===== config.mk =====
export PLATFORM = sky130hd
export DESIGN_NAME = fft_power_avg_flat
export DESIGN_NICKNAME = d
export VERILOG_FILES = /design/src/rtl/fft_pkg.sv /design/src/rtl/fft_power_avg_if.sv /design/src/rtl/fft_bin_mag2.sv /design/src/rtl/fft_power_avg.sv /design/src/flat_wrapper.sv
export SDC_FILE = /design/constraint.sdc
export NUM_CORES = 2
export LEC_CHECK = 0
export ABC_AREA = 1
export ABC_CLOCK_PERIOD_IN_PS = 15740
export BUFFER_PORTS_ARGS = -buffer_cell sky130_fd_sc_hd__buf_2
export CORE_MARGIN = 5
export CORE_UTILIZATION = 45
export DETAILED_ROUTE_END_ITERATION = 8
export GPL_TIMING_DRIVEN = 0
export PLACE_DENSITY = 0.56
export SLEW_MARGIN = 20
export SYNTH_ARGS = -nofsm -noshare
export SYNTH_HDL_FRONTEND = slang
export SYNTH_SLANG_ARGS = --single-unit

===== constraint.sdc =====
create_clock -name clk -period 15.74 [get_ports clk]
set_input_delay 1.574 -clock clk [delete_from_list [all_inputs] [get_ports clk]]
set_output_delay 1.574 -clock clk [all_outputs]
set_load 0.05 [all_outputs]

===== src/rtl/fft_pkg.sv =====
// Shared constants, width helpers and FSM states for the FFT power stages.
// Used by fft_power_avg, its interface and the bin magnitude unit.
package fft_pkg;

    localparam int DEF_W            = 8;
    localparam int DEF_N            = 32;
    localparam int DEF_MAX_AVG_LOG2 = 4;

    typedef enum logic [1:0] {
        IDLE,
        ACC,
        DUMP
    } state_t;

    // Folded power width: one bit above r^2+i^2 for the doubled bins.
    function automatic int PW(input int w);
        return 2 * w + 1;
    endfunction

    // Accumulator width: folded power plus frame-average headroom.
    function automatic int ACCW(input int w, input int max_avg_log2);
        return PW(w) + max_avg_log2;
    endfunction

    // Width of a one-sided bin index 0..N/2.
    function automatic int BINW(input int n);
        return $clog2(n / 2 + 1);
    endfunction

endpackage


===== src/rtl/fft_power_avg_if.sv =====
// Bin stream in / averaged spectrum out handshake bundle.
// slave: the power averager; master: the bin source and spectrum sink.
interface fft_power_avg_if
    import fft_pkg::*;
#(
    parameter int W = DEF_W,
    parameter int N = DEF_N
) ();

    logic                  in_valid;
    logic                  in_ready;
    logic                  in_sop;
    logic signed [W-1:0]   in_r;
    logic signed [W-1:0]   in_i;

    logic                  out_valid;
    logic                  out_ready;
    logic [BINW(N)-1:0]    out_bin;
    logic [PW(W)-1:0]      out_pwr;
    logic                  out_last;

    modport slave (
        input  in_valid, in_sop, in_r, in_i, out_ready,
        output in_ready, out_valid, out_bin, out_pwr, out_last
    );

    modport master (
        output in_valid, in_sop, in_r, in_i, out_ready,
        input  in_ready, out_valid, out_bin, out_pwr, out_last
    );

endinterface


===== src/rtl/fft_bin_mag2.sv =====
// Combinational squared magnitude of one complex bin: r^2 + i^2.
// Ports: i_r/i_i signed W-bit parts; o_mag unsigned 2W-bit result.
module fft_bin_mag2 #(
    parameter int W = 8
) (
    input  logic signed [W-1:0]   i_r,
    input  logic signed [W-1:0]   i_i,
    output logic [2*W-1:0]        o_mag
);

    logic signed [2*W-1:0] w_re;
    logic signed [2*W-1:0] w_im;
    logic signed [2*W-1:0] w_rr;
    logic signed [2*W-1:0] w_ii;

    assign w_re = {{W{i_r[W-1]}}, i_r};
    assign w_im = {{W{i_i[W-1]}}, i_i};
    assign w_rr = w_re * w_re;
    assign w_ii = w_im * w_im;

    // Each square is at most 2^(2W-2), so the unsigned sum fits 2W bits.
    assign o_mag = $unsigned(w_rr) + $unsigned(w_ii);

endmodule


===== src/rtl/fft_power_avg.sv =====
// Streaming folded one-sided power with 2^avg_log2 frame averaging.
// Ports: clk, arst (async, active-high), avg_log2, err pulse, bus (slave).
module fft_power_avg
    import fft_pkg::*;
#(
    parameter int W            = DEF_W,
    parameter int N            = DEF_N,
    parameter int MAX_AVG_LOG2 = DEF_MAX_AVG_LOG2
) (
    input  logic                              clk,
    input  logic                              arst,
    input  logic [$clog2(MAX_AVG_LOG2+1)-1:0] avg_log2,
    output logic                              err,
    fft_power_avg_if.slave                    bus
);

    localparam int PWW  = PW(W);
    localparam int AW   = ACCW(W, MAX_AVG_LOG2);
    localparam int BW   = BINW(N);
    localparam int CW   = $clog2(N);
    localparam int LW   = $clog2(MAX_AVG_LOG2 + 1);
    localparam int FW   = (MAX_AVG_LOG2 > 0) ? MAX_AVG_LOG2 : 1;
    localparam int HALF = N / 2;

    state_t          r_state;
    state_t          w_next;
    logic [CW-1:0]   r_bin_cnt;
    logic [FW-1:0]   r_frame_cnt;
    logic [LW-1:0]   r_avg;
    logic [AW-1:0]   r_acc [0:HALF];
    logic [BW-1:0]   r_dump_idx;
    logic            r_in_ready;
    logic            r_err;
    logic            r_out_valid;
    logic [BW-1:0]   r_out_bin;
    logic [PWW-1:0]  r_out_pwr;
    logic            r_out_last;

    logic [2*W-1:0]  w_mag;
    logic            w_hs;
    logic [LW-1:0]   w_clamp;
    logic [CW:0]     w_fold;
    logic [BW-1:0]   w_addr;
    logic [AW-1:0]   w_add;
    logic [AW-1:0]   w_add0;
    logic [FW:0]     w_fmax;
    logic            w_frames_done;
    logic            w_last_bin;
    logic            w_start;
    logic            w_acc;
    logic            w_err;
    logic            w_load;

    fft_bin_mag2 #(.W(W)) u_mag (
        .i_r   (bus.in_r),
        .i_i   (bus.in_i),
        .o_mag (w_mag)
    );

    assign w_hs    = bus.in_valid && r_in_ready;
    assign w_clamp = (avg_log2 > LW'(MAX_AVG_LOG2)) ? LW'(MAX_AVG_LOG2)
                                                     : avg_log2;

    // Fold bin k onto min(k, N-k); bins 0 and N/2 have no mirror.
    assign w_fold = (r_bin_cnt > CW'(HALF))
                  ? (CW+1)'(N) - {1'b0, r_bin_cnt}
                  : {1'b0, r_bin_cnt};
    assign w_addr = BW'(w_fold);
    assign w_add0 = AW'({w_mag, 1'b0});
    assign w_add  = (w_addr == '0 || w_addr == BW'(HALF))
                  ? w_add0 : AW'(w_mag);

    assign w_fmax        = (FW+1)'((1 << r_avg) - 1);
    assign w_frames_done = ({1'b0, r_frame_cnt} == w_fmax);
    assign w_last_bin    = (r_bin_cnt == CW'(N - 1));

    always_ff @(posedge clk or posedge arst) begin
        if (arst) r_state <= IDLE;
        else      r_state <= w_next;
    end

    always_comb begin
        w_next  = r_state;
        w_start = 1'b0;
        w_acc   = 1'b0;
        w_err   = 1'b0;
        w_load  = 1'b0;
        unique case (r_state)
            IDLE: begin
                if (w_hs) begin
                    if (bus.in_sop) begin
                        w_start = 1'b1;
                        w_next  = ACC;
                    end else begin
                        w_err = 1'b1;
                    end
                end
            end
            ACC: begin
                if (w_hs) begin
                    if (r_bin_cnt == '0) begin
                        if (bus.in_sop) w_acc = 1'b1;
                        else            w_err = 1'b1;
                    end else if (bus.in_sop) begin
                        // Lost framing: restart the run on this beat.
                        w_err   = 1'b1;
                        w_start = 1'b1;
                    end else begin
                        w_acc = 1'b1;
                    end
                    if (w_acc && w_last_bin && w_frames_done)
                        w_next = DUMP;
                end
            end
            DUMP: begin
                w_load = (r_dump_idx <= BW'(HALF))
                      && (!r_out_valid || bus.out_ready);
                if (r_out_valid && bus.out_ready && r_out_last)
                    w_next = IDLE;
            end
            default: w_next = IDLE;
        endcase
    end

    always_ff @(posedge clk or posedge arst) begin
        if (arst) begin
            r_bin_cnt   <= '0;
            r_frame_cnt <= '0;
            r_avg       <= '0;
            r_in_ready  <= 1'b0;
            r_err       <= 1'b0;
            r_dump_idx  <= '0;
        end else begin
            r_err      <= w_err;
            r_in_ready <= (w_next != DUMP);
            if (w_start) begin
                r_bin_cnt   <= CW'(1);
                r_frame_cnt <= '0;
                r_avg       <= w_clamp;
            end else if (w_acc) begin
                r_bin_cnt <= r_bin_cnt + 1'b1;
                if (w_last_bin && !w_frames_done)
                    r_frame_cnt <= r_frame_cnt + 1'b1;
            end
            if (r_state != DUMP) r_dump_idx <= '0;
            else if (w_load)     r_dump_idx <= r_dump_idx + 1'b1;
        end
    end

    // Entries are zeroed as they are dumped, so a new run starts clean.
    always_ff @(posedge clk or posedge arst) begin
        if (arst) begin
            for (int j = 0; j <= HALF; j++) r_acc[j] <= '0;
        end else begin
            for (int j = 0; j <= HALF; j++) begin
                if (w_start)
                    r_acc[j] <= (j == 0) ? w_add0 : '0;
                else if (w_acc && w_addr == BW'(j))
                    r_acc[j] <= r_acc[j] + w_add;
                else if (w_load && r_dump_idx == BW'(j))
                    r_acc[j] <= '0;
            end
        end
    end

    always_ff @(posedge clk or posedge arst) begin
        if (arst) begin
            r_out_valid <= 1'b0;
            r_out_bin   <= '0;
            r_out_pwr   <= '0;
            r_out_last  <= 1'b0;
        end else if (w_load) begin
            r_out_valid <= 1'b1;
            r_out_bin   <= r_dump_idx;
            r_out_pwr   <= PWW'(r_acc[r_dump_idx] >> r_avg);
            r_out_last  <= (r_dump_idx == BW'(HALF));
        end else if (bus.out_ready) begin
            r_out_valid <= 1'b0;
        end
    end

    assign bus.in_ready  = r_in_ready;
    assign bus.out_valid = r_out_valid;
    assign bus.out_bin   = r_out_bin;
    assign bus.out_pwr   = r_out_pwr;
    assign bus.out_last  = r_out_last;
    assign err           = r_err;

endmodule

===== src/flat_wrapper.sv =====
// flat-port wrapper written by rule: the top's interface ports become plain ports
module fft_power_avg_flat import fft_pkg::*;
#(
    parameter int W            = DEF_W,
    parameter int N            = DEF_N,
    parameter int MAX_AVG_LOG2 = DEF_MAX_AVG_LOG2
)
  (clk, arst, avg_log2, err, bus_in_valid, bus_in_sop, bus_in_r, bus_in_i, bus_out_ready, bus_in_ready, bus_out_valid, bus_out_bin, bus_out_pwr, bus_out_last);
  fft_power_avg_if #(.W(W), .N(N)) bus_i ();
  input  logic clk;
  input  logic arst;
  input  logic [$clog2(MAX_AVG_LOG2+1)-1:0] avg_log2;
  output logic err;
  input wire logic [$bits(bus_i.in_valid)-1:0] bus_in_valid;
  input wire logic [$bits(bus_i.in_sop)-1:0] bus_in_sop;
  input wire logic [$bits(bus_i.in_r)-1:0] bus_in_r;
  input wire logic [$bits(bus_i.in_i)-1:0] bus_in_i;
  input wire logic [$bits(bus_i.out_ready)-1:0] bus_out_ready;
  output wire logic [$bits(bus_i.in_ready)-1:0] bus_in_ready;
  output wire logic [$bits(bus_i.out_valid)-1:0] bus_out_valid;
  output wire logic [$bits(bus_i.out_bin)-1:0] bus_out_bin;
  output wire logic [$bits(bus_i.out_pwr)-1:0] bus_out_pwr;
  output wire logic [$bits(bus_i.out_last)-1:0] bus_out_last;
  assign bus_i.in_valid = bus_in_valid;
  assign bus_i.in_sop = bus_in_sop;
  assign bus_i.in_r = bus_in_r;
  assign bus_i.in_i = bus_in_i;
  assign bus_i.out_ready = bus_out_ready;
  assign bus_in_ready = bus_i.in_ready;
  assign bus_out_valid = bus_i.out_valid;
  assign bus_out_bin = bus_i.out_bin;
  assign bus_out_pwr = bus_i.out_pwr;
  assign bus_out_last = bus_i.out_last;
  fft_power_avg #(.W(W), .N(N), .MAX_AVG_LOG2(MAX_AVG_LOG2)) u_core (.clk(clk), .arst(arst), .avg_log2(avg_log2), .err(err), .bus(bus_i));
endmodule

# Yosys cells after proc, flatten, opt, wreduce, memory -nomap -nowiden
# Cells that the tools add are included.
# Widths: inputs -> output; s select.
dict set report totals {
  elab_cells 257
  inputBits 24
  out_inout_bits 26
  regBits 402
}
dict set report op_classes {
  n_reduce_logical 71
  bitwise_logic 1
  magnitude_cmp 4
  add_sub_neg 23
  eq_ne 38
  multipliers 2
  muxes 88
  shifts 2
}
# operator n
set ops {}
lappend ops {{$mux 21} 53}
lappend ops {{$add 21x21->21} 17}
lappend ops {{$bmux 21 s5} 1}
lappend ops {{$eq 5x4->1 const B} 16}
lappend ops {{$reduce_bool 3->1} 17}
lappend ops {{$logic_and 1x1->1} 41}
lappend ops {{$eq 5x3->1 const B} 8}
lappend ops {{$mul 8x8->16} 2}
lappend ops {{$mux 5} 5}
lappend ops {{$shr 21x3->17} 1}
lappend ops {{$eq 5x2->1 const B} 4}
lappend ops {{$mux 17} 1}
lappend ops {{$add 16x16->16} 1}
lappend ops {{$mux 1} 16}
lappend ops {{$eq 5x5->1 const B} 3}
lappend ops {{$logic_not 5->1} 3}
lappend ops {{$mux 4} 3}
lappend ops {{$add 5x1->5 const B} 2}
lappend ops {{$eq 5x1->1 const B} 2}
lappend ops {{$mux 2} 5}
lappend ops {{$reduce_bool 2->1} 4}
lappend ops {{$ge 6x6->1 const B} 1}
lappend ops {{$not 5->6} 1}
lappend ops {{$pmux 2 s3} 1}
lappend ops {{other kinds (17)} 21}

# Longest topological paths before layout
dict set report logic_depth {
  word_depth 10
  mapped_depth 38
}

# Modules after synthesis
# From an unflattened synthesis, not the netlist that was laid out.
dict set report unflattened {
  hier_cells 5968
  hier_area_um2 40832.9
}
# mod cells_each seq_area_each_um2 area_per_inst_um2 n_inst
set modules_own_cells {}
lappend modules_own_cells {fft_power_avg 5387 10059.6 36132.2 1}
lappend modules_own_cells {fft_bin_mag2 581 0.0 4700.8 1}

# Worst setup path before layout
# OpenSTA, ideal clock, no wires.
dict set report synth_path {
  kind {input to register}
  startpoint {input bus_in_i[7]}
  endpoint {register u_core.r_acc[355] (netlist bit)}
  n_path_buf 1
  t_arrival_ns 9.477
  t_required_ns 15.611
  path_slack_ns 6.134
  cell_stages 25
  path_cell_list {clkbuf_1 > nand2_1 > inv_1 > fa_1 > fa_1 > fa_1 > fa_1 > fa_1 > inv_1 > fa_1 > inv_1 > ha_1 > a21oi_1 > o21ai_0 > nand2_1 > nand3_1 > xor2_1 > o21ai_0 > ha_1 > a21o_1 > o21bai_1 > a22oi_1 > nand3_1 > o21ai_0 > o21ai_0}
}
dict set report synth_via {
  elab_chain_len 6
}
# item line_no
set synth_rtl {}
lappend synth_rtl {{from (decl)} flat_wrapper.sv:17} ;# input wire logic [$bits(bus_i.in_i)-1:0] bus_in_i;
lappend synth_rtl {{$mul 8x8->16} fft_bin_mag2.sv:19} ;# assign w_ii = w_im * w_im;
lappend synth_rtl {{$add 16x16->16} fft_bin_mag2.sv:22} ;# assign o_mag = $unsigned(w_rr) + $unsigned(w_ii);
lappend synth_rtl {{$mux 17} fft_power_avg.sv:71} ;# ? w_add0 : AW'(w_mag);
lappend synth_rtl {{$add 21x21->21} fft_power_avg.sv:159} ;# r_acc[j] <= r_acc[j] + w_add;
lappend synth_rtl {{$mux 21} fft_power_avg.sv:158} ;# else if (w_acc && w_addr == BW'(j))
lappend synth_rtl {{$mux 21} fft_power_avg.sv:156} ;# if (w_start)
lappend synth_rtl {{to (signal, indexed assignment)} fft_power_avg.sv:157} ;# r_acc[j] <= (j == 0) ? w_add0 : '0;
lappend synth_rtl {{to (signal, indexed assignment)} fft_power_avg.sv:159}
lappend synth_rtl {{to (decl)} fft_power_avg.sv:30} ;# logic [AW-1:0] r_acc [0:HALF];
# No other way between the ends.
# A chain may end at the register's enable or synchronous reset.

# Worst setup path in the final report
dict set report layout_path {
  startpoint {input bus_in_i[0]}
  endpoint {register u_core.r_acc[293] (netlist bit)}
}
# The elaborated chain is that of the path after synthesis.

==> run_results.csv <==
group,metric,value,unit
run_status,outcome,"completed",
finish,fin_nets,6694,
synthesis,postSynth.asyncResetShare,100.0,%
synthesis,synth_commonest_cells,"nand2_1, inv_1, nand3_1",
setup_path,critical_path.reg2reg.endpoint,"u_core.r_acc[304]",
setup_path,worst-endpoint-arrival,9410,ps
min_path,timing.hold.worst_endpoint,"u_core.err",
synthesis,yosys.area.top_type_share,24.34,%
detailed_routing,post_drt_via_cell_ratio,5.870,
setup_path,timing.reg2reg.setup_slack,10030,ps
sta,fin_crit,8864,ps
clock_network,numCtsBuffers,54,
sta,final_hold_viol_count,0,
detailed_routing,drt_pre_antenna_iters,8,
detailed_routing,drtIter0Drc,4877,
sta,endpoints_failing_setup,0,
clock_network,cts-root-buf,"clkbuf_16",
global_routing,global_route.overflow_total,0,
die,rows,111,
synthesis,synth_enable_flop_cells,0,
global_routing,pin_count_of_the_biggest_net_entering_global_routing,97,
sta,fin_worst_skew,39.28,ps
finish,finish.instance_area,45900,um2
setup_path,critPathMaxFanout,17,
clock_network,post_cts_resized,0,
synthesis,synth-seq-area-share,24.34,%
finish,final_layout_size_suffix_gt1_share,5.493,%
global_routing,grt_pass1_vias,40775,
detailed_routing,antenna_left,0,
place,placement.io_buffers,44,
clock_network,cts_setup_buffers,0,
synthesis,synth_nets,6566,
clock_network,cts.hold.buffers_added,0,
setup_path,timing.critical_path.to_type,"register",
detailed_routing,drt_wl_total,181000,um
synthesis,netlist_instances,6040,
sta,grt_setup_unrepaired,"false",
global_routing,grt_pass1_wl,262700,um
clock_network,tritoncts_num_sinks,402,
clock_network,path_clk_slew,60,ps
synthesis,postSynth.topFlopCell,"dfrtp_1",
die,io-pin-count,50,
place,dp.final_hpwl,141800,um
setup_path,r2r-start,"u_core.r_bin_cnt[1]",
sta,fin_crit_sh,56.31,%
synthesis,synthesis.area_per_instance,6.842,um2
min_path,min_delay_path_depth,1,
setup_path,timing.critical_path.slowest_stage_cell,"ha_1",
detailed_routing,number_of_remaining_drc_errors,0,
synthesis,synth_area,41330,um2
setup_path,worst_ep_required_time,16290,ps
sta,max_freq,112.8,MHz
die,chipHeight,313.0,um
global_routing,globalRouteTotalUtil,35.62,%
die,initial_utilization,45.22,%
sta,timing.slew.headroom,17.14,%
sta,final_max_slew_viol_count,0,
finish,area_growth_syn_to_layout,11.07,%
die,die_width,313.0,um
synthesis,yosys_warnings,0,
detailed_routing,vias,43406,
die,core_region_area,91390,um2
clock_network,htree_levels,2,
synthesis,netlist.top_cell.by_area,"dfrtp_1",
detailed_routing,routedWlPerCell,24.47,um
synthesis,yosys-top-cells-area,"dfrtp_1, nand2_1, ha_1",
synthesis,synth-seq-cells,402,
clock_network,tritoncts,"built",
sta,worst-slew-pin-transition,1243,ps
setup_path,rr_worst_depth,20,
setup_path,critical_path.max_stage_delay,630,ps
place,gp_congestion,1.051,
synthesis,synth_most_common_cell,"nand2_1",
clock_network,clk_latency,670,ps
die,die-area,98000,um2
place,placed_standard_cell_area,43930,um2
setup_path,timing_worst_setup_path_type,"in -> reg",
synthesis,post_synth_num_cell_types,58,
setup_path,critPathLaunchType,"input port",
min_path,hold_start,"u_core.r_state[1]",
clock_network,cts_buffer_depth,3,
global_routing,antenna_violations_before_repair,9,
min_path,hold_class,"reg -> reg",
flow_run,max-cap-violations,0,
setup_path,cp_common_cell,"nand2_1",
[cell type report]
type	instances	area [um2]
clock inverters	25	454.2
multi-input cells	4674	27640
diodes	1	2.502
flip-flops and latches	402	10060
repair buffers	72	945.9
fillers	9413	45480
plain buffers	161	778.2
well taps	1186	1484
inverters	803	3022
clock buffers	71	1515
[sequential cells by signal (all words and copies together) (netlist names)]
name                  flops
u_core.bus.out_last       1
u_core.bus.out_pwr       17
u_core.r_bin_cnt          5
u_core.bus.out_bin        5
u_core.r_acc            357
u_core.r_avg              3
u_core.err                1
u_core.bus.out_valid      1
u_core.r_state            2
u_core.bus.in_ready       1
u_core.r_dump_idx         5
u_core.r_frame_cnt        4
[metrics by stage]
| stage | hold WS (ps) | setup slack (ps) | util, % | TNS [ps] | std cells |
|---|---|---|---|---|---|
| after global placement | 456.6 | -2965 | 47.09 | -1172280 | 7270 |
| after floorplan | 432.4 | 2985 | - | 0 | 6040 |
| after global routing | 488.0 | 6231 | 50.23 | 0 | 7394 |
| final | 463.2 | 6876 | 50.23 | 0 | 7395 |
| after detailed placement | 450.5 | 6165 | 48.07 | 0 | 7298 |
| after CTS | 464.5 | 6854 | 50.23 | 0 | 7394 |
[per-layer routing]
| metal | GRT usage (%) | vias up | wire, um |
|---|---|---|---|
| met4 | 14.18 | 4 | 8701 |
| met3 | 7.074 | 360 | 15820 |
| met1 | 49.90 | 20792 | 79680 |
| li1 | - | 20481 | - |
| met5 | 0 | - | 28 |
| met2 | 54.25 | 1769 | 76730 |
[cells in the final DEF (no fill, tap or decap), types with 16 or more instances in the layout]
| cell type | instances |
|---|---|
| xor2_1 | 101 |
| buf_2 | 126 |
| fa_1 | 130 |
| inv_1 | 786 |
| clkbuf_16 | 54 |
| nor4_1 | 46 |
| ha_1 | 372 |
| a21o_1 | 59 |
| o211ai_1 | 54 |
| nand3_1 | 463 |
| buf_1 | 16 |
| o21ai_1 | 20 |
| nand4_1 | 65 |
| nand2_1 | 1609 |
| nor3_1 | 40 |
| buf_16 | 22 |
| a31oi_1 | 16 |
| a21boi_0 | 19 |
| o21bai_1 | 56 |
| a21oi_1 | 404 |
| nor2_1 | 395 |
| dfrtp_1 | 402 |
| clkbuf_1 | 55 |
| or2_2 | 16 |
| o21ai_0 | 444 |
| xnor2_1 | 44 |
| o22ai_1 | 177 |
[critical path: cells and delay by family]
| kind | cells | cell delay [ps] |
|---|---|---|
| adder cells (fa/ha/maj) | 8 | 3960 |
| AND/OR/NAND/NOR | 17 | 2510 |
| buffers and inverters | 5 | 880 |
| AO/OA/AOI/OAI | 2 | 440 |
[worst max-delay path by stage]
stage	start	to	slack, ps	cells past startpoint
2_1_floorplan	arst	u_core.bus.in_ready	2980	1
3_3_place_gp	arst	u_core.bus.out_pwr[7]	-2960	2
3_5_place_dp	bus_in_i[0]	u_core.r_acc[293]	6170	32
4_1_cts	bus_in_i[0]	u_core.r_acc[293]	6850	32
5_1_grt	bus_in_i[0]	u_core.r_acc[291]	6230	32
6_report	bus_in_i[0]	u_core.r_acc[293]	6880	32
[logic make-up after synthesis]
logic type | Yosys count | synth area share [%]
adder cells (fa/ha/maj) | 502 | 17.56
flip-flops | 402 | 24.34
AO/OA/AOI/OAI | 1338 | 18.55
AND/OR/NAND/NOR | 2689 | 27.30
buffers and inverters | 964 | 9.173
XOR/XNOR | 145 | 3.073
Power is left out: the tool's default activity adds up to more than one toggle a clock period on the data nets, which glitch-free logic cannot reach.
